==> src/rtl/pa_defines.sv <==
// Global width defaults shared by the coprocessor-interface blocks.
package pa_defines;

  localparam int unsigned X_ID_WIDTH = 4;
  localparam int unsigned XLEN       = 32;
  localparam int unsigned FLEN       = 32;

endpackage

==> src/rtl/pa_rvfpm.sv <==
// Types shared by the XIF memory responder: request/result records, the
// responder FSM state encoding, the access-size encoding and the
// misalignment helper.
package pa_rvfpm;

  typedef struct packed {
    logic [pa_defines::X_ID_WIDTH-1:0] id;
    logic [pa_defines::XLEN-1:0]       addr;
    logic [pa_defines::FLEN-1:0]       wdata;
    logic                              we;
    logic [2:0]                        size;
    logic [3:0]                        be;
  } x_mem_req_t;

  typedef struct packed {
    logic [pa_defines::X_ID_WIDTH-1:0] id;
    logic [pa_defines::FLEN-1:0]       rdata;
    logic                              err;
    logic                              dbg;
  } x_mem_result_t;

  typedef enum logic [1:0] {
    StIdle,
    StBusReq,
    StWaitRsp,
    StResult
  } xmr_state_e;

  // Access size encoding (log2 of the byte count); anything above word is illegal.
  localparam logic [2:0] MemSizeByte = 3'd0;
  localparam logic [2:0] MemSizeHalf = 3'd1;
  localparam logic [2:0] MemSizeWord = 3'd2;

  function automatic logic mem_misaligned(input logic [2:0] size, input logic [1:0] addr_lo);
    logic mis;
    mis = 1'b0;
    if (size == MemSizeHalf) begin
      mis = addr_lo[0];
    end else if (size == MemSizeWord) begin
      mis = (addr_lo != 2'b00);
    end else if (size > MemSizeWord) begin
      mis = 1'b1;
    end
    return mis;
  endfunction

endpackage

==> src/rtl/xif_timeout_cnt.sv <==
// Response timeout counter.
//   ck, rst  : clock, asynchronous active-low reset
//   clear    : force the count to zero (has priority)
//   enable   : count one cycle
//   expired  : high in the TIMEOUT_CYCLES-th enabled cycle after a clear
module xif_timeout_cnt #(
  parameter int unsigned TIMEOUT_CYCLES = 16
) (
  input  logic ck,
  input  logic rst,
  input  logic clear,
  input  logic enable,
  output logic expired
);

  localparam int unsigned CntW = (TIMEOUT_CYCLES > 1) ? $clog2(TIMEOUT_CYCLES) : 1;

  logic [CntW-1:0] cnt_q, cnt_d;

  always_comb begin
    expired = enable && (cnt_q == CntW'(TIMEOUT_CYCLES - 1));
    cnt_d   = cnt_q;
    if (clear) begin
      cnt_d = '0;
    end else if (enable && !expired) begin
      cnt_d = cnt_q + CntW'(1);
    end
  end

  always_ff @(posedge ck or negedge rst) begin
    if (!rst) begin
      cnt_q <= '0;
    end else begin
      cnt_q <= cnt_d;
    end
  end

endmodule

==> src/rtl/xif_mem_responder.sv <==
// XIF memory-channel responder: accepts one coprocessor memory request at a
// time, performs it on a simple req/gnt/rvalid data bus and returns a
// single-cycle result strobe. Misaligned requests are answered with an error
// without touching the bus; a bus that never responds is timed out.
//   ck, rst                 : clock, asynchronous active-low reset
//   mem_valid/mem_ready     : request handshake, mem_req_* request fields
//   mem_result_*            : result strobe and fields (no back-pressure)
//   bus_req, bus_*          : data-bus request, held until bus_gnt
//   bus_rvalid/rdata/err    : data-bus response
// All outputs are registers; data fields read 0 while their strobe is low.
module xif_mem_responder
  import pa_rvfpm::*;
#(
  parameter int unsigned X_ID_WIDTH     = pa_defines::X_ID_WIDTH,
  parameter int unsigned XLEN           = pa_defines::XLEN,
  parameter int unsigned X_MEM_WIDTH    = pa_defines::FLEN,
  parameter int unsigned TIMEOUT_CYCLES = 16
) (
  input  logic                   ck,
  input  logic                   rst,
  input  logic                   mem_valid,
  output logic                   mem_ready,
  input  logic [X_ID_WIDTH-1:0]  mem_req_id,
  input  logic [XLEN-1:0]        mem_req_addr,
  input  logic [X_MEM_WIDTH-1:0] mem_req_wdata,
  input  logic                   mem_req_we,
  input  logic [2:0]             mem_req_size,
  input  logic [3:0]             mem_req_be,
  output logic                   mem_result_valid,
  output logic [X_ID_WIDTH-1:0]  mem_result_id,
  output logic [X_MEM_WIDTH-1:0] mem_result_rdata,
  output logic                   mem_result_err,
  output logic                   mem_result_dbg,
  output logic                   bus_req,
  output logic [XLEN-1:0]        bus_addr,
  output logic                   bus_we,
  output logic [3:0]             bus_be,
  output logic [X_MEM_WIDTH-1:0] bus_wdata,
  input  logic                   bus_gnt,
  input  logic                   bus_rvalid,
  input  logic [X_MEM_WIDTH-1:0] bus_rdata,
  input  logic                   bus_err
);

  xmr_state_e state_q, state_d;

  // Latched request
  logic [X_ID_WIDTH-1:0]  id_q, id_d;
  logic [XLEN-1:0]        addr_q, addr_d;
  logic [X_MEM_WIDTH-1:0] wdata_q, wdata_d;
  logic                   we_q, we_d;
  logic [2:0]             size_q, size_d;
  logic [3:0]             be_q, be_d;

  // Next values of the registered outputs
  logic                   ready_d, breq_d, rvalid_d, err_d;
  logic [XLEN-1:0]        baddr_d;
  logic                   bwe_d;
  logic [3:0]             bbe_d;
  logic [X_MEM_WIDTH-1:0] bwdata_d, rdata_d;
  logic [X_ID_WIDTH-1:0]  rid_d;

  logic wait_active, tmo_expired;

  assign wait_active = (state_q == StWaitRsp);

  // Counts only while waiting; held at zero otherwise so it restarts on entry.
  xif_timeout_cnt #(
    .TIMEOUT_CYCLES (TIMEOUT_CYCLES)
  ) u_timeout_cnt (
    .ck      (ck),
    .rst     (rst),
    .clear   (!wait_active),
    .enable  (wait_active),
    .expired (tmo_expired)
  );

  always_comb begin
    state_d = state_q;
    id_d    = id_q;
    addr_d  = addr_q;
    wdata_d = wdata_q;
    we_d    = we_q;
    size_d  = size_q;
    be_d    = be_q;
    rdata_d = '0;
    err_d   = 1'b0;

    unique case (state_q)
      StIdle: begin
        if (mem_valid && mem_ready) begin
          id_d    = mem_req_id;
          addr_d  = mem_req_addr;
          wdata_d = mem_req_wdata;
          we_d    = mem_req_we;
          size_d  = mem_req_size;
          be_d    = mem_req_be;
          state_d = StBusReq;
        end
      end
      StBusReq: begin
        // A misaligned request never raises bus_req here and retires with an error.
        if (mem_misaligned(size_q, addr_q[1:0])) begin
          state_d = StResult;
          err_d   = 1'b1;
        end else if (bus_gnt) begin
          state_d = StWaitRsp;
        end
      end
      StWaitRsp: begin
        // A response in the final counted cycle still wins over the timeout.
        if (bus_rvalid) begin
          state_d = StResult;
          err_d   = bus_err;
          rdata_d = we_q ? '0 : bus_rdata;
        end else if (tmo_expired) begin
          state_d = StResult;
          err_d   = 1'b1;
        end
      end
      StResult: begin
        state_d = StIdle;
      end
      default: begin
        state_d = StIdle;
      end
    endcase

    ready_d  = (state_d == StIdle);
    breq_d   = (state_d == StBusReq) && !mem_misaligned(size_d, addr_d[1:0]);
    baddr_d  = breq_d ? addr_d  : '0;
    bwe_d    = breq_d ? we_d    : 1'b0;
    bbe_d    = breq_d ? be_d    : '0;
    bwdata_d = breq_d ? wdata_d : '0;
    rvalid_d = (state_d == StResult);
    rid_d    = rvalid_d ? id_d : '0;
  end

  always_ff @(posedge ck or negedge rst) begin
    if (!rst) begin
      state_q          <= StIdle;
      id_q             <= '0;
      addr_q           <= '0;
      wdata_q          <= '0;
      we_q             <= 1'b0;
      size_q           <= '0;
      be_q             <= '0;
      mem_ready        <= 1'b0;
      mem_result_valid <= 1'b0;
      mem_result_id    <= '0;
      mem_result_rdata <= '0;
      mem_result_err   <= 1'b0;
      mem_result_dbg   <= 1'b0;
      bus_req          <= 1'b0;
      bus_addr         <= '0;
      bus_we           <= 1'b0;
      bus_be           <= '0;
      bus_wdata        <= '0;
    end else begin
      state_q          <= state_d;
      id_q             <= id_d;
      addr_q           <= addr_d;
      wdata_q          <= wdata_d;
      we_q             <= we_d;
      size_q           <= size_d;
      be_q             <= be_d;
      mem_ready        <= ready_d;
      mem_result_valid <= rvalid_d;
      mem_result_id    <= rid_d;
      mem_result_rdata <= rdata_d;
      mem_result_err   <= err_d;
      mem_result_dbg   <= 1'b0;
      bus_req          <= breq_d;
      bus_addr         <= baddr_d;
      bus_we           <= bwe_d;
      bus_be           <= bbe_d;
      bus_wdata        <= bwdata_d;
    end
  end

endmodule

==> config.mk <==
export PLATFORM = sky130hd
export DESIGN_NAME = xif_mem_responder
export DESIGN_NICKNAME = d
export VERILOG_FILES = /design/src/rtl/pa_defines.sv /design/src/rtl/pa_rvfpm.sv /design/src/rtl/xif_timeout_cnt.sv /design/src/rtl/xif_mem_responder.sv
export SDC_FILE = /design/constraint.sdc
export NUM_CORES = 1
export LEC_CHECK = 0
export CELL_PAD_IN_SITES_DETAIL_PLACEMENT = 1
export CELL_PAD_IN_SITES_GLOBAL_PLACEMENT = 2
export CORE_MARGIN = 8
export CORE_UTILIZATION = 28
export CTS_BUF_LIST = sky130_fd_sc_hd__clkbuf_8
export DETAILED_ROUTE_END_ITERATION = 12
export MAX_ROUTING_LAYER = met4
export PLACE_DENSITY = 0.81
export SLEW_MARGIN = 15
export SYNTH_ARGS = -nofsm -noshare
export SYNTH_HDL_FRONTEND = slang
export SYNTH_SLANG_ARGS = --single-unit
==> constraint.sdc <==
create_clock -name ck -period 1.8 [get_ports ck]
set_input_delay 0.36 -clock ck [delete_from_list [all_inputs] [get_ports ck]]
set_output_delay 0.36 -clock ck [all_outputs]
set_load 0.005 [all_outputs]
# Word-level counts from Yosys, hierarchy flattened
# Index checks and enable logic that the tools add are counted.
[word_totals]
ff_bits = 191
latchBits = 0
ram_bits = 0
rom_bits = 0
inputBits = 114
out_inout_bits = 110
mem_count = 0
[classes]
addsub = 1
multipliers = 0
n_div = 0
order_cmp = 2
n_eq_ne = 11
shifts = 0
muxes = 39
bitwise = 0
n_reduce_logical = 10
[op_table]
columns = ["op", "count"]
rows = [
  ["32-bit two-way mux", 9],
  ["4-bit two-way mux", 8],
  ["1-bit two-way mux", 13],
  ["2-bit two-way mux", 5],
  ["2-bit one-hot mux with 4 select lines", 1],
  ["2-bit equality test (second input constant)", 3],
  ["3-bit by 1-bit equality test with 1-bit output (second input constant)", 2],
  ["3-bit by 2-bit equality test with 1-bit output (second input constant)", 2],
  ["3-bit by 2-bit > comparator with 1-bit output (second input constant)", 2],
  ["3-bit two-way mux", 2],
  ["4-bit by 1-bit adder with 4-bit output (second input constant)", 1],
  ["2-bit by 1-bit equality test with 1-bit output (second input constant)", 2],
  ["4-bit equality test (second input constant)", 1],
  ["1-bit logical AND", 4],
  ["2-bit zero test", 2],
  ["2-bit nonzero test", 2],
  ["1-bit zero test", 2],
  ["2-bit inequality test (second input constant)", 1],
  ["1-bit one-hot mux with 2 select lines", 1],
]

# Logic depth before layout (Yosys ltp)
# Gate-level depths: netlist of the first run.
[logic_depth]
word_depth = 10
mapped_depth = 8
ltp_nobuf = 6

# Cells and area by module
# Synthesis of the first run repeated with hierarchy kept, for this count alone.
[unflattened]
hier_cells = 521
hier_area_um2 = 7359.6
[modules_own_cells]
columns = ["module", "n_inst", "cells_per_inst", "area_per_inst_um2"]
rows = [
  ["xif_mem_responder", 1, 500, 7120.6],
  ["xif_timeout_cnt", 1, 21, 239.0],
]

# Least setup slack after synthesis of the first run
# OpenSTA, ideal clock, no wires.
[synth_path]
kind = "reg2reg"
from = "register state_q[0]"
to = "register bus_addr[10]"
setup_ns = 0.136
arrival_ns = 1.770
path_slack_ns = -0.106
stages_incl_launch_ff = 9
path_buffers = 2
path_cell_list = "dfrtp_1 inv_1 ha_1 clkbuf_1 o22ai_1 nand2_1 a2bb2oi_2 clkbuf_1 nor3_1"
[synth_via]
elab_chain_len = 9
elab_cells_between_ends = 24
[synth_rtl]
columns = ["element", "line_no", "text"]
rows = [
  ["from (decl)", "xif_mem_responder.sv:45", "xmr_state_e state_q, state_d;"],
  ["from (signal assigned)", "xif_mem_responder.sv:141", "state_q <= StIdle;"],
  ["from (signal assigned)", "xif_mem_responder.sv:160", "state_q <= state_d;"],
  ["2-bit zero test", "xif_mem_responder.sv:89", "unique case (state_q)"],
  ["3-bit two-way mux", "xif_mem_responder.sv:89", ""],
  ["3-bit by 2-bit > comparator with 1-bit output", "pa_rvfpm.sv:41", "end else if (size > MemSizeWord) begin"],
  ["1-bit two-way mux", "pa_rvfpm.sv:41", ""],
  ["1-bit two-way mux", "pa_rvfpm.sv:39", "end else if (size == MemSizeWord) begin"],
  ["1-bit two-way mux", "pa_rvfpm.sv:37", "if (size == MemSizeHalf) begin"],
  ["1-bit zero test", "xif_mem_responder.sv:130", "breq_d = (state_d == StBusReq) && !mem_misaligned(size_d, addr_d[1:0]);"],
  ["1-bit logical AND", "xif_mem_responder.sv:130", ""],
  ["32-bit two-way mux (*)", "xif_mem_responder.sv:131", "baddr_d = breq_d ? addr_d : '0;"],
  ["via baddr_d[10]", "xif_mem_responder.sv:57", "logic [XLEN-1:0] baddr_d;"],
  ["to (signal assigned)", "xif_mem_responder.sv:174", "bus_addr <= baddr_d;"],
  ["to (decl)", "xif_mem_responder.sv:35", "output logic [XLEN-1:0] bus_addr,"],
]
# Mark *: on every way through the listed nets, which the timed path passes. The rest lies on a longest branch.
# A chain may end at the register's enable or synchronous reset.

# Worst setup path after layout of the first run
[layout_path]
from = "register size_q[0]"
to = "register bus_addr[19]"
[layout_via]
elab_chain_len = 10
elab_cells_between_ends = 21
[layout_rtl]
columns = ["element", "line_no", "text"]
rows = [
  ["from (decl)", "xif_mem_responder.sv:52", "logic [2:0] size_q, size_d;"],
  ["from (signal assigned)", "xif_mem_responder.sv:165", "size_q <= size_d;"],
  ["3-bit by 2-bit > comparator with 1-bit output", "pa_rvfpm.sv:41", ""],
  ["1-bit two-way mux", "pa_rvfpm.sv:41", ""],
  ["1-bit two-way mux", "pa_rvfpm.sv:39", ""],
  ["1-bit two-way mux", "pa_rvfpm.sv:37", ""],
  ["1-bit two-way mux", "xif_mem_responder.sv:89", ""],
  ["2-bit two-way mux", "xif_mem_responder.sv:103", "if (mem_misaligned(size_q, addr_q[1:0])) begin"],
  ["2-bit one-hot mux with 4 select lines", "xif_mem_responder.sv:89", ""],
  ["2-bit by 1-bit equality test with 1-bit output", "xif_mem_responder.sv:130", ""],
  ["1-bit logical AND (*)", "xif_mem_responder.sv:130", ""],
  ["32-bit two-way mux (*)", "xif_mem_responder.sv:131", ""],
  ["via baddr_d[19]", "xif_mem_responder.sv:57", ""],
]
# Mark *: on every way through the listed nets, which the timed path passes. The rest lies on a longest branch. The select of a mux whose other input is x is not followed.

==> flow_summary.toml, run 1 <==
[global_route]
antenna_found_initial = 1
grt_usage_pct = 14.7
grt_max_degree = 65
grt-ovfl-total = 0
grt_pass1_vias = 5744
grt_pass1_wl_um = 34200

[status]
run_status = "finished with violations"
violations = "negative setup slack"

[route]
drt-initial-drc-count = 222
vias = 5049
remaining_drc_errors = 0
routed_via_density = 4.47
wirelength_um = 22300
wl_per_cell_um = 19.7
drtPass1Iterations = 4
detail-route-antenna-nets = 0

[setup_path]
crit_slowest_cell = "dfrtp_1"
crit_cells = 5
reg2reg_to = "bus_addr[19]"
cp_max_fo = 34
critPathMaxStageDelay_ns = 0.42
reg2reg_slack_ns = -0.11
path_cells = "o21a_1 -> o311a_4 -> a2bb2oi_4 -> buf_12 -> nor4b_4"
cp_top_family = "compound AO/OA/AOI/OAI gates"
rr_startpoint = "size_q[0]"
r2r_cells = 5
cp-endpoint = "bus_addr[19]"
timing.critical_path.from = "size_q[0]"
crit_arrival_ns = 2.26
critPathKind = "reg -> reg"
required_ns = 2.15
start_kind = "flop"
crit_buf_inv = 1
endpoint_kind = "flop"

[floorplan]
start_util_pct = 28.4
die_h_um = 176
die_area_um2 = 30800
placementRows = 58
die_x_um = 176
io_pins = 224
core-area_um2 = 25100

[sta]
fmax_mhz = 524
tns_ns = -2.06
rsz0062_at_grt = "true"
slew_viol_final = 0
finalClockSkew_ns = 0.0164
hold_violations = 0
fin_ws_ns = -0.107
setup_violations = 69
timing.final.crit_share_pct = 106
period_needed_ns = 1.91

[synth]
synth_area_leaders = "dfrtp_1, mux2_2, nand3_1, nor3_1, and2_1"
synth_edf_count = 0
synth_top_family_by_area = "simple AND/OR/NAND/NOR gates"
synth-seq-cells = 191
async_flop_share_pct = 100
synthSimpleGateAreaFrac_pct = 14.5
synth_warnings = 0
synth-main-ff-cell = "dfrtp_1"
synth_nets = 637
yosys.area.top_type = "dfrtp_1"
ys_types = 35
post_synth_inst_count = 518
muxShareOfSynthArea_pct = 12.3
synth_top_cell_area_share_pct = 67.1
syn_area_per_cell_um2 = 13.8
yosysSeqAreaShare_pct = 67.1
syn_area_um2 = 7130
post_synth_fa_ha_maj_area_fraction_pct = 0.878
synth_compound_area_share_pct = 2.47
synth_xor_xnor_area_share_pct = 0.123

[pwr]
worst_ir_drop_vdd_v = 0.00133
powerDensity_nw_per_um2 = 1740
p_leak_nw = 4.84
totalPowerFinal_mw = 19.4

[worst_hold_path]
hp-class = "in -> async"

[finish]
syn2layout_area_growth_pct = 56.2
layout.cells.most_common = "clkdlybuf4s50_1"
mostFrequentLayoutCells = "clkdlybuf4s50_1, dfrtp_1, mux2_2"
nets = 905
stdcell_count = 1130
num-fill-cells = 2627
layout-drive-gt1-share_pct = 26.9

[clocking]
clkTransAtPathRegs_ns = 0.11
cts_tree = "done"
cts-root-buf = "clkbuf_8"
clock_sinks = 191
insertion_delay_ns = 0.46
cts_made_buffers = 17
clockBufferDepth = 2
cts_htree_levels = 4

[placement]
routabilityCongestion = 0.738
io_buffers = 222
dp_cells = 1082
dp_hpwl_um = 15000

[run]
max_cap_viol_count = 0
sequential cells by signal, summed over array words and instances (netlist names), 32 cells and up:
register and cells:
wdata_q 32, addr_q 32, mem_result_rdata 32, bus_wdata 32, bus_addr 32
worst register-to-register path, delay by kind of cell, from the launching register on:
| kind | cells | cell delay [ns] |
|---|---|---|
| simple gates | 1 | 0.39 |
| flops | 1 | 0.42 |
| compound gates | 3 | 0.81 |
| buf+inv | 1 | 0.19 |
synth_stat cells, types with 2 or more instances:
library cell and instances:
mux2_2 76, nor3b_1 4, and2_1 32, o21ai_0 2
mux2i_1 2, nor4b_1 15, nand2_1 7, dfrtp_1 191
clkbuf_1 21, ha_1 5, nand3_1 57, inv_1 5
o311ai_4 2, buf_2 17, o21a_1 2, nor2_1 5
nor2b_1 2, nor3_1 56
what timing repair did:
| action | in CTS | in global routing |
|---|---|---|
| endpoints found under the hold margin | 23 | 0 |
| endpoints found under the setup margin | 79 | 79 |
| gates resized for setup | 28 | 40 |
| pin swaps | 4 | 13 |
| cloned | 0 | 4 |
| hold buffers | 1 | 0 |
| setup buffers | 9 | 1 |
routing by layer:
| layer | global-route usage, % | wire length, um |
|---|---|---|
| met1 | 17.3 | 9150 |
| met4 | 4.03 | 265 |
| met3 | 4.57 | 1330 |
| met5 | - | 0 |
| met2 | 24.1 | 11500 |
power by group:
group	switching, mW	internal [mW]
Clock	1.72	1.17
Sequential	0.489	5.82
Combinational	4.94	5.23
Total	7.15	12.2
metrics by stage:
step,util [%],setup WS [ns],hold slack (ns),instance area (um^2)
2_1_floorplan,-,0.0159,0.0644,7140
3_3_place_gp,40.4,-0.321,0.265,10200
3_5_place_dp,40.4,-0.372,0.270,10200
4_1_cts,43.0,-0.0129,0.298,10800
5_1_grt,44.4,-0.171,0.310,11100
6_report,44.4,-0.107,0.336,11100
kinds of logic (layout without fill, tap and decap cells):
group | after synthesis | in the layout
xor gates and xnor gates | 1 | 1
and+or+nand+nor | 183 | 183
DFF | 191 | 191
muxes | 78 | 78
AOI/OAI and AO/OA | 15 | 15
adders and majority gates | 5 | 5
other | 1 | 2
buffers and inverters | 44 | 325
final cells by class:
class / instances / area [um^2] / area share, %
multi-input combinational: 283 / 2490 / 22.3
inverter: 5 / 18.8 / 0.169
clock buffer: 17 / 234 / 2.10
antenna: 1 / 2.50 / 0.0225
tap: 330 / 413 / 3.71
sequential: 191 / 4780 / 42.9
clock inverter: 15 / 174 / 1.56
timing repair buffer: 288 / 3030 / 27.2
worst min path at each step:
stage,endpoint,from
after global placement,mem_result_rdata[1],rst
after floorplan,addr_q[0],rst
after detailed placement,mem_result_rdata[1],rst
after global routing,mem_result_rdata[1],rst
final,mem_result_rdata[19],rst
after CTS,mem_result_rdata[1],rst
No activity file was read; power rests on OpenSTA's default activity.
==> run 2, diff against run 1 <==
--- a/config.mk
+++ b/config.mk
@@ -11,6 +11,7 @@
 export CORE_UTILIZATION = 28
 export CTS_BUF_LIST = sky130_fd_sc_hd__clkbuf_8
 export DETAILED_ROUTE_END_ITERATION = 12
+export GPL_TIMING_DRIVEN = 0
 export MAX_ROUTING_LAYER = met4
 export PLACE_DENSITY = 0.81
 export SLEW_MARGIN = 15
==> run 2 against run 1 <==
Effect of this change:
- worst setup slack better by 0.035 ns
- utilization up 0.57 points
- the flow still finishes with violations (negative setup slack)
- global-route usage up 0.21 points
- hold slack better by 0.11 ns
- highest routed layer unchanged
- largest power group unchanged
- clock skew about the same
- critical path depth up 3
==> flow_summary.toml, run 2 (synthesized netlist as in run 1, its figures left out) <==
[pwr]
powerDensity_nw_per_um2 = 1800
seqPwrFrac_pct = 31.1
switching_share_pct = 38.1
netSwitchingPower_mw = 7.72
internal-power_mw = 12.5
clkPwrFrac_pct = 14.0
power_frac_comb_pct = 55.0
p_leak_nw = 4.80
totalPowerFinal_mw = 20.3
worst_ir_drop_vdd_v = 0.000876

[route]
vias = 5084
remaining_drc_errors = 0
wl_per_cell_um = 20.0
detail-route-antenna-nets = 0
wirelength_um = 22600
drt-initial-drc-count = 186
drtPass1Iterations = 4
routed_via_density = 4.50

[clocking]
clkTransAtPathRegs_ns = 0.11
cts_tree = "done"
cts-root-buf = "clkbuf_8"
clock_sinks = 191
cts_htree_levels = 4
clockBufferDepth = 2
insertion_delay_ns = 0.46
cts_made_buffers = 17

[placement]
dp_hpwl_um = 15200
io_buffers = 222
place_area_um2 = 9810
routabilityCongestion = 0.709
pre_cts_slack_ns = -0.995

[status]
violations = "negative setup slack"
run_status = "finished with violations"

[setup_path]
critPathKind = "reg -> reg"
rr_startpoint = "state_q[0]"
required_ns = 2.16
start_kind = "flop"
endpoint_kind = "flop"
cp_max_fo = 10
crit_arrival_ns = 2.23
timing.critical_path.from = "state_q[0]"

[sta]
finalClockSkew_ns = 0.0168
hold_violations = 0
rsz0062_at_grt = "true"
fin_ws_ns = -0.0711
timing.final.crit_share_pct = 104
tightestPinTransition_ns = 0.701
setup_violations = 52
fmax_mhz = 534
period_needed_ns = 1.87
timing.hold.ws_ns = 0.449
slew_headroom_pct = 53.3
slew_viol_final = 0

[floorplan]
die_area_um2 = 30800
io_pins = 224
die_h_um = 176
die_x_um = 176
start_util_pct = 28.4
placementRows = 58
core-area_um2 = 25100

[global_route]
grt_usage_pct = 14.9
grt_pass1_vias = 5726
antenna_found_initial = 2
grt-ovfl-total = 0
grt_max_degree = 104
grt_pass1_wl_um = 34300

[finish]
utilization_pct = 44.9
syn2layout_area_growth_pct = 58.2
mostFrequentLayoutCells = "clkdlybuf4s50_1, dfrtp_1, mux2_2"
num-fill-cells = 2583
nets = 904
layout.cells.most_common = "clkdlybuf4s50_1"
design_area_um2 = 11300
layout-drive-gt1-share_pct = 30.8

[run]
max_cap_viol_count = 0

[worst_hold_path]
min_from = "bus_rdata[22]"
hp-class = "in -> reg"
run 2: per-layer routing:
metal  vias to the layer above  part of all wire, %  global-route usage [%]
met3                        13                  5.5                    4.47
met2                       120                   51                    24.6
met5                         -                    0                       -
met4                         0                  1.4                    3.99
li1                       2341                    -                       -
met1                      2610                   42                    17.5
run 2: critical path, cell delays in order, from the launching register on:
cell      delay, ns
dfrtp_1        0.42
buf_6          0.14
ha_4           0.15
nand3b_1       0.09
a22oi_2        0.29
o31ai_4        0.12
buf_12         0.16
buf_12         0.15
nor4b_4        0.25
run 2: timing repair:
| item | in CTS | in global routing |
|---|---|---|
| setup buffers | 16 | 6 |
| hold endpoints to repair | 88 | 0 |
| gates cloned | 3 | 1 |
| gates resized for setup | 110 | 74 |
| pin swaps | 8 | 22 |
| hold buffers | 1 | 0 |
| endpoints found under the setup margin | 149 | 91 |
run 2: path summary, 6_finish.rpt:
path / to / slack, ns / depth (start not counted)
max: bus_addr[27] / -0.07 / 8
min: mem_result_rdata[22] / 0.45 / 2
max reg2reg: bus_addr[27] / -0.07 / 8
min reg2reg: addr_q[15] / 0.50 / 1
max in group asynchronous: addr_q[15] / 0.34 / 3
min in group asynchronous: mem_result_rdata[8] / 0.51 / 2
run 2: cell type report:
type	instances	area (um^2)	share of cell area, %
clock inverter	15	151	1.34
antenna	2	5.00	0.0444
sequential	191	4780	42.4
multi-input combinational	284	2710	24.0
timing repair buffer	249	2560	22.7
buffer	37	412	3.65
tap	330	413	3.66
inverter	5	21.3	0.189
clock buffer	17	234	2.07
run 2: per-stage QoR:
stage | std cells | TNS (ns)
6_report | 1130 | -1.30
2_1_floorplan | 518 | 0
5_1_grt | 1130 | -7.17
4_1_cts | 1122 | -1.85
3_3_place_gp | 1070 | -1565.58
3_5_place_dp | 1071 | -78.47
run 2: power groups by stage:
stage / Clock (mW) / Combinational [mW] / Sequential, mW
after global routing: 3.13 / 11.9 / 6.47
after floorplan: 0 / 3.89 / 6.37
after CTS: 2.97 / 9.68 / 6.31
after global placement: 0 / 7.13 / 6.39
after detailed placement: 0 / 7.22 / 6.42
final: 2.83 / 11.1 / 6.30
==> edit 1: new RTL, flow settings as in run 1 <==
Register the output `mem_result_err` once more; this adds one clock of latency there. The other outputs are not delayed to match.
--- a/src/rtl/xif_mem_responder.sv
+++ b/src/rtl/xif_mem_responder.sv
@@ -43,2 +43,4 @@
 );
+
+  logic mem_result_err_s0;
 
@@ -151,3 +153,3 @@
       mem_result_rdata <= '0;
-      mem_result_err   <= 1'b0;
+      mem_result_err_s0 <= 1'b0;
       mem_result_dbg   <= 1'b0;
@@ -170,3 +172,3 @@
       mem_result_rdata <= rdata_d;
-      mem_result_err   <= err_d;
+      mem_result_err_s0 <= err_d;
       mem_result_dbg   <= 1'b0;
@@ -180,2 +182,6 @@
 
+  always_ff @(posedge ck) begin
+    mem_result_err <= mem_result_err_s0;
+  end
+
 endmodule
Formal check against the unedited RTL: not equivalent (Yosys sat finds a counterexample within 4 cycles, from zero or initial values and one cycle with rst low).
==> edit 1 against run 1 <==
  * The flow still finishes with violations (negative setup slack)
  * Sequential share of layout area fell by 1.1 points
  * Wire length hardly changed
  * Setup slack got worse by 50 ps
  * Cell area increased by 3.1%
  * Critical path depth rose by 1
  * Die area is 0.25% higher
  * Largest cell class unchanged
  * Power up 7.5%
  * Sequential cell count up 1
  * Synthesized area up 0.28%
==> edit 1: results <==
# TYPE chip_impl_metric gauge
chip_impl_info{name="outcome",value="finished, violations left"} 1
chip_impl_info{name="violated_checks",value="negative setup slack"} 1
chip_impl_info{name="worst_hold_path_type",value="register to register"} 1
chip_impl_metric{name="global_route_wire_length_before_repair",unit="mm"} 34.2
chip_impl_metric{name="vias",unit=""} 5179
chip_impl_metric{name="placed_cells",unit=""} 1092
chip_impl_metric{name="wl_per_cell",unit="um"} 19.4
chip_impl_metric{name="clock_tree_area_fraction",unit=""} 0.0356
chip_impl_metric{name="post_synth_fa_ha_maj_area_fraction",unit=""} 0.00875
chip_impl_metric{name="area.share.sequential",unit=""} 0.418
chip_impl_metric{name="async_reset_ff_frac",unit=""} 0.995
chip_impl_metric{name="design.final.nets",unit=""} 921
chip_impl_metric{name="grt_use_total",unit=""} 0.146
chip_impl_metric{name="multiInputGateArea",unit="mm2"} 0.00260
chip_impl_metric{name="area_share_nonclk_buffers",unit=""} 0.281
chip_impl_metric{name="power_leakage",unit="nW"} 4.97
chip_impl_metric{name="finalSetupViolations",unit=""} 78
chip_impl_metric{name="worst_ep_arrival_time",unit="ps"} 2310
chip_impl_metric{name="layout.sequential_cells",unit=""} 192
chip_impl_metric{name="detailedPlace.worstSlack",unit="ps"} -363
chip_impl_metric{name="synthToLayoutAreaGrowth",unit="%"} 60.6
chip_impl_metric{name="cts.repair_timing.setup_buffer_count",unit=""} 4
chip_impl_metric{name="synthXorXnorAreaFrac",unit=""} 0.00123
chip_impl_metric{name="post-route-worst-setup-slack",unit="ps"} -156
chip_impl_metric{name="peak_vdd_ir",unit="mV"} 0.905
chip_impl_metric{name="drive_above_1_share",unit=""} 0.312
chip_impl_metric{name="totalNegativeSetupSlack",unit="ps"} -8460
chip_impl_metric{name="timing.reg2reg.worst_path_depth",unit=""} 6
chip_impl_metric{name="number_of_drc_markers_after_the_initial_detailed_route_iteration",unit=""} 285
chip_impl_metric{name="via_per_inst",unit=""} 4.52
chip_impl_info{name="crit_path_end",value="bus_wdata[8]$_DFF_PN0_"} 1
chip_impl_metric{name="vias_in_the_first_global_route",unit=""} 5847
chip_impl_metric{name="synth_fp_nets",unit=""} 638
chip_impl_metric{name="placedInstanceArea",unit="mm2"} 0.0104
chip_impl_metric{name="synth_cells",unit=""} 519
chip_impl_metric{name="synth_mux_area_frac",unit=""} 0.123
chip_impl_info{name="post_synth_main_area_contributors",value="sky130_fd_sc_hd__dfrtp_1 (67%), sky130_fd_sc_hd__mux2_2 (12%), sky130_fd_sc_hd__nand3_1 (4.0%)"} 1
chip_impl_metric{name="layout_cell_area_excl_fill",unit="mm2"} 0.0115
## edit 1: how the worst min path moves through the flow
stage / end / slack, ps / cells past startpoint
2_1_floorplan: addr_q[0]$_DFF_PN0_ / 60 / 0
3_3_place_gp: mem_result_err$_DFF_P_ / 330 / 0
3_5_place_dp: mem_result_err$_DFF_P_ / 330 / 0
4_1_cts: mem_result_err$_DFF_P_ / 360 / 0
5_1_grt: mem_result_err$_DFF_P_ / 380 / 0
6_report: mem_result_err$_DFF_P_ / 350 / 0
## edit 1: where the power goes
| part | internal, mW | leakage (nW) | switching [mW] |
|---|---|---|---|
| registers | 5.85 | 2.51 | 0.501 |
| clock network | 1.28 | 0.208 | 1.68 |
| logic | 6.07 | 2.25 | 5.43 |
| total | 13.2 | 4.97 | 7.61 |
## edit 1: per-layer routing
layer / part of all wire / vias up / global-route usage
li1: - / 2373 / -
met1: 0.41 / 2686 / 0.170
met2: 0.53 / 106 / 0.247
met3: 0.043 / 14 / 0.0367
met4: 0.012 / 0 / 0.0445
met5: 0 / - / -
==> edit 2: new RTL, settings of run 1 <==
Without the edit above. `TIMEOUT_CYCLES` is set to 16 in 2 places; all go to 32.
--- a/src/rtl/xif_timeout_cnt.sv
+++ b/src/rtl/xif_timeout_cnt.sv
@@ -6,3 +6,3 @@
 module xif_timeout_cnt #(
-  parameter int unsigned TIMEOUT_CYCLES = 16
+  parameter int unsigned TIMEOUT_CYCLES = 32
 ) (
--- a/src/rtl/xif_mem_responder.sv
+++ b/src/rtl/xif_mem_responder.sv
@@ -16,3 +16,3 @@
   parameter int unsigned X_MEM_WIDTH    = pa_defines::FLEN,
-  parameter int unsigned TIMEOUT_CYCLES = 16
+  parameter int unsigned TIMEOUT_CYCLES = 32
 ) (
Function: same outputs for any inputs over 10 cycles, from zero or initial values and one cycle with rst low; that may be too few to reach the edited logic, so the function may still have changed.
==> edit 2 against run 1 <==
  * The run still ends with negative setup slack left
  * Synthesized cell count up 9.7%
  * Sequential cell count grew 1
  * Utilization down 1.2 points
  * Cell area rose by 7.0%
  * Wire length up 0.80%
  * Synthesized area grew 9.4%
  * Setup slack worse by 140 ps
  * Worst hold slack gained 21 ps
  * Critical path depth up 5
  * Sequential share of layout area fell by 2.6 points
  * Power increased by 12%
  * Count of clock-buffer cells in the layout up 1
  * Non-clock buffer count up 19
  * Critical path type unchanged
  * Critical endpoint is now bus_wdata[11]$_DFF_PN0_
==> edit 2: results <==
# TYPE chip_impl_metric gauge
chip_impl_metric{name="finalSetupViolations",unit=""} 77
chip_impl_metric{name="synth_cells",unit=""} 568
chip_impl_metric{name="wl_per_cell",unit="um"} 18.0
chip_impl_metric{name="drt_wl_total",unit="mm"} 22.4
chip_impl_metric{name="vias",unit=""} 5252
chip_impl_info{name="synthTopCellsByCount",value="sky130_fd_sc_hd__dfrtp_1 (192), sky130_fd_sc_hd__inv_1 (65), sky130_fd_sc_hd__mux2i_1 (61), sky130_fd_sc_hd__nor4b_2 (58), sky130_fd_sc_hd__nand2_1 (56)"} 1
chip_impl_metric{name="peak_vdd_ir",unit="mV"} 0.581
chip_impl_metric{name="ctsResizeCount",unit=""} 31
chip_impl_metric{name="worst_ep_arrival_time",unit="ps"} 2380
chip_impl_metric{name="design.final.nets",unit=""} 977
chip_impl_info{name="post_synth_main_area_contributors",value="sky130_fd_sc_hd__dfrtp_1 (62%), sky130_fd_sc_hd__nor4b_2 (11%), sky130_fd_sc_hd__mux2i_1 (7.8%)"} 1
chip_impl_info{name="violated_checks",value="negative setup slack"} 1
chip_impl_metric{name="switching_share_of_total_power",unit=""} 0.352
chip_impl_metric{name="fin_skew",unit="ps"} 20.9
chip_impl_metric{name="post-dp-hpwl",unit="mm"} 16.0
chip_impl_metric{name="number_of_drc_markers_after_the_initial_detailed_route_iteration",unit=""} 280
chip_impl_metric{name="power_density",unit="mW/mm2"} 1820
chip_impl_metric{name="post-route-worst-setup-slack",unit="ps"} -250
chip_impl_info{name="outcome",value="finished, violations left"} 1
chip_impl_metric{name="cp_max_fo",unit=""} 8
chip_impl_metric{name="power.share.combinational",unit=""} 0.562
chip_impl_metric{name="global_route_wire_length_before_repair",unit="mm"} 35.2
chip_impl_metric{name="grt_use_total",unit=""} 0.141
chip_impl_metric{name="number_of_distinct_library_cell_variants_in_the_gate_level_netlist_after_synthesis",unit=""} 44
chip_impl_metric{name="synth.yosys.seq_area_share",unit=""} 0.616
chip_impl_metric{name="placedInstanceArea",unit="mm2"} 0.0111
-- edit 2: layout make-up --
cell class | count | area [um2] | area share
Tap cell | 378 | 473 | 0.0397
Inverter | 65 | 244 | 0.0205
Timing Repair Buffer | 307 | 3330 | 0.280
Clock buffer | 18 | 248 | 0.0208
Multi-Input combinational cell | 274 | 2640 | 0.221
Antenna cell | 1 | 2.50 | 0.000210
Clock inverter | 14 | 174 | 0.0146
Sequential cell | 192 | 4800 | 0.403
-- edit 2: kinds of logic (layout without fill, tap and decap cells) --
group	count (synthesis)	after routing	synth area share
AOI/OAI and AO/OA	16	16	0.0202
xor gates and xnor gates	3	3	0.00337
adders and majority gates	6	6	0.00963
buffers and inverters	102	404	0.0637
DFF	192	192	0.616
muxes	61	61	0.0783
other	1	2	0.000481
and+or+nand+nor	187	187	0.208
-- edit 2: path summary, 6_finish.rpt --
path                       cells past startpoint                            end  slack (ps)
max                                           10        bus_wdata[11]$_DFF_PN0_        -250
min                                            2     mem_result_id[0]$_DFF_PN0_         360
max reg2reg                                   10        bus_wdata[11]$_DFF_PN0_        -250
min reg2reg                                    2          wdata_q[31]$_DFF_PN0_         470
max in group asynchronous                      3           addr_q[26]$_DFF_PN0_         760
min in group ck                                2  mem_result_rdata[0]$_DFF_PN0_         440
-- edit 2: critical path, delay by kind of cell, from the launching register on --
family,cells,cell delay [ps]
AOI/OAI and AO/OA,2,400
DFF,1,400
and+or+nand+nor,3,320
adders and majority gates,2,350
buffers and inverters,3,440
-- edit 2: layer usage --
layer,wire [um],GRT usage,vias up
li1,-,-,2454
met1,9510,0.166,2623
met2,10700,0.221,163
met3,2010,0.0615,12
met4,235,0.0309,0
met5,0,-,-
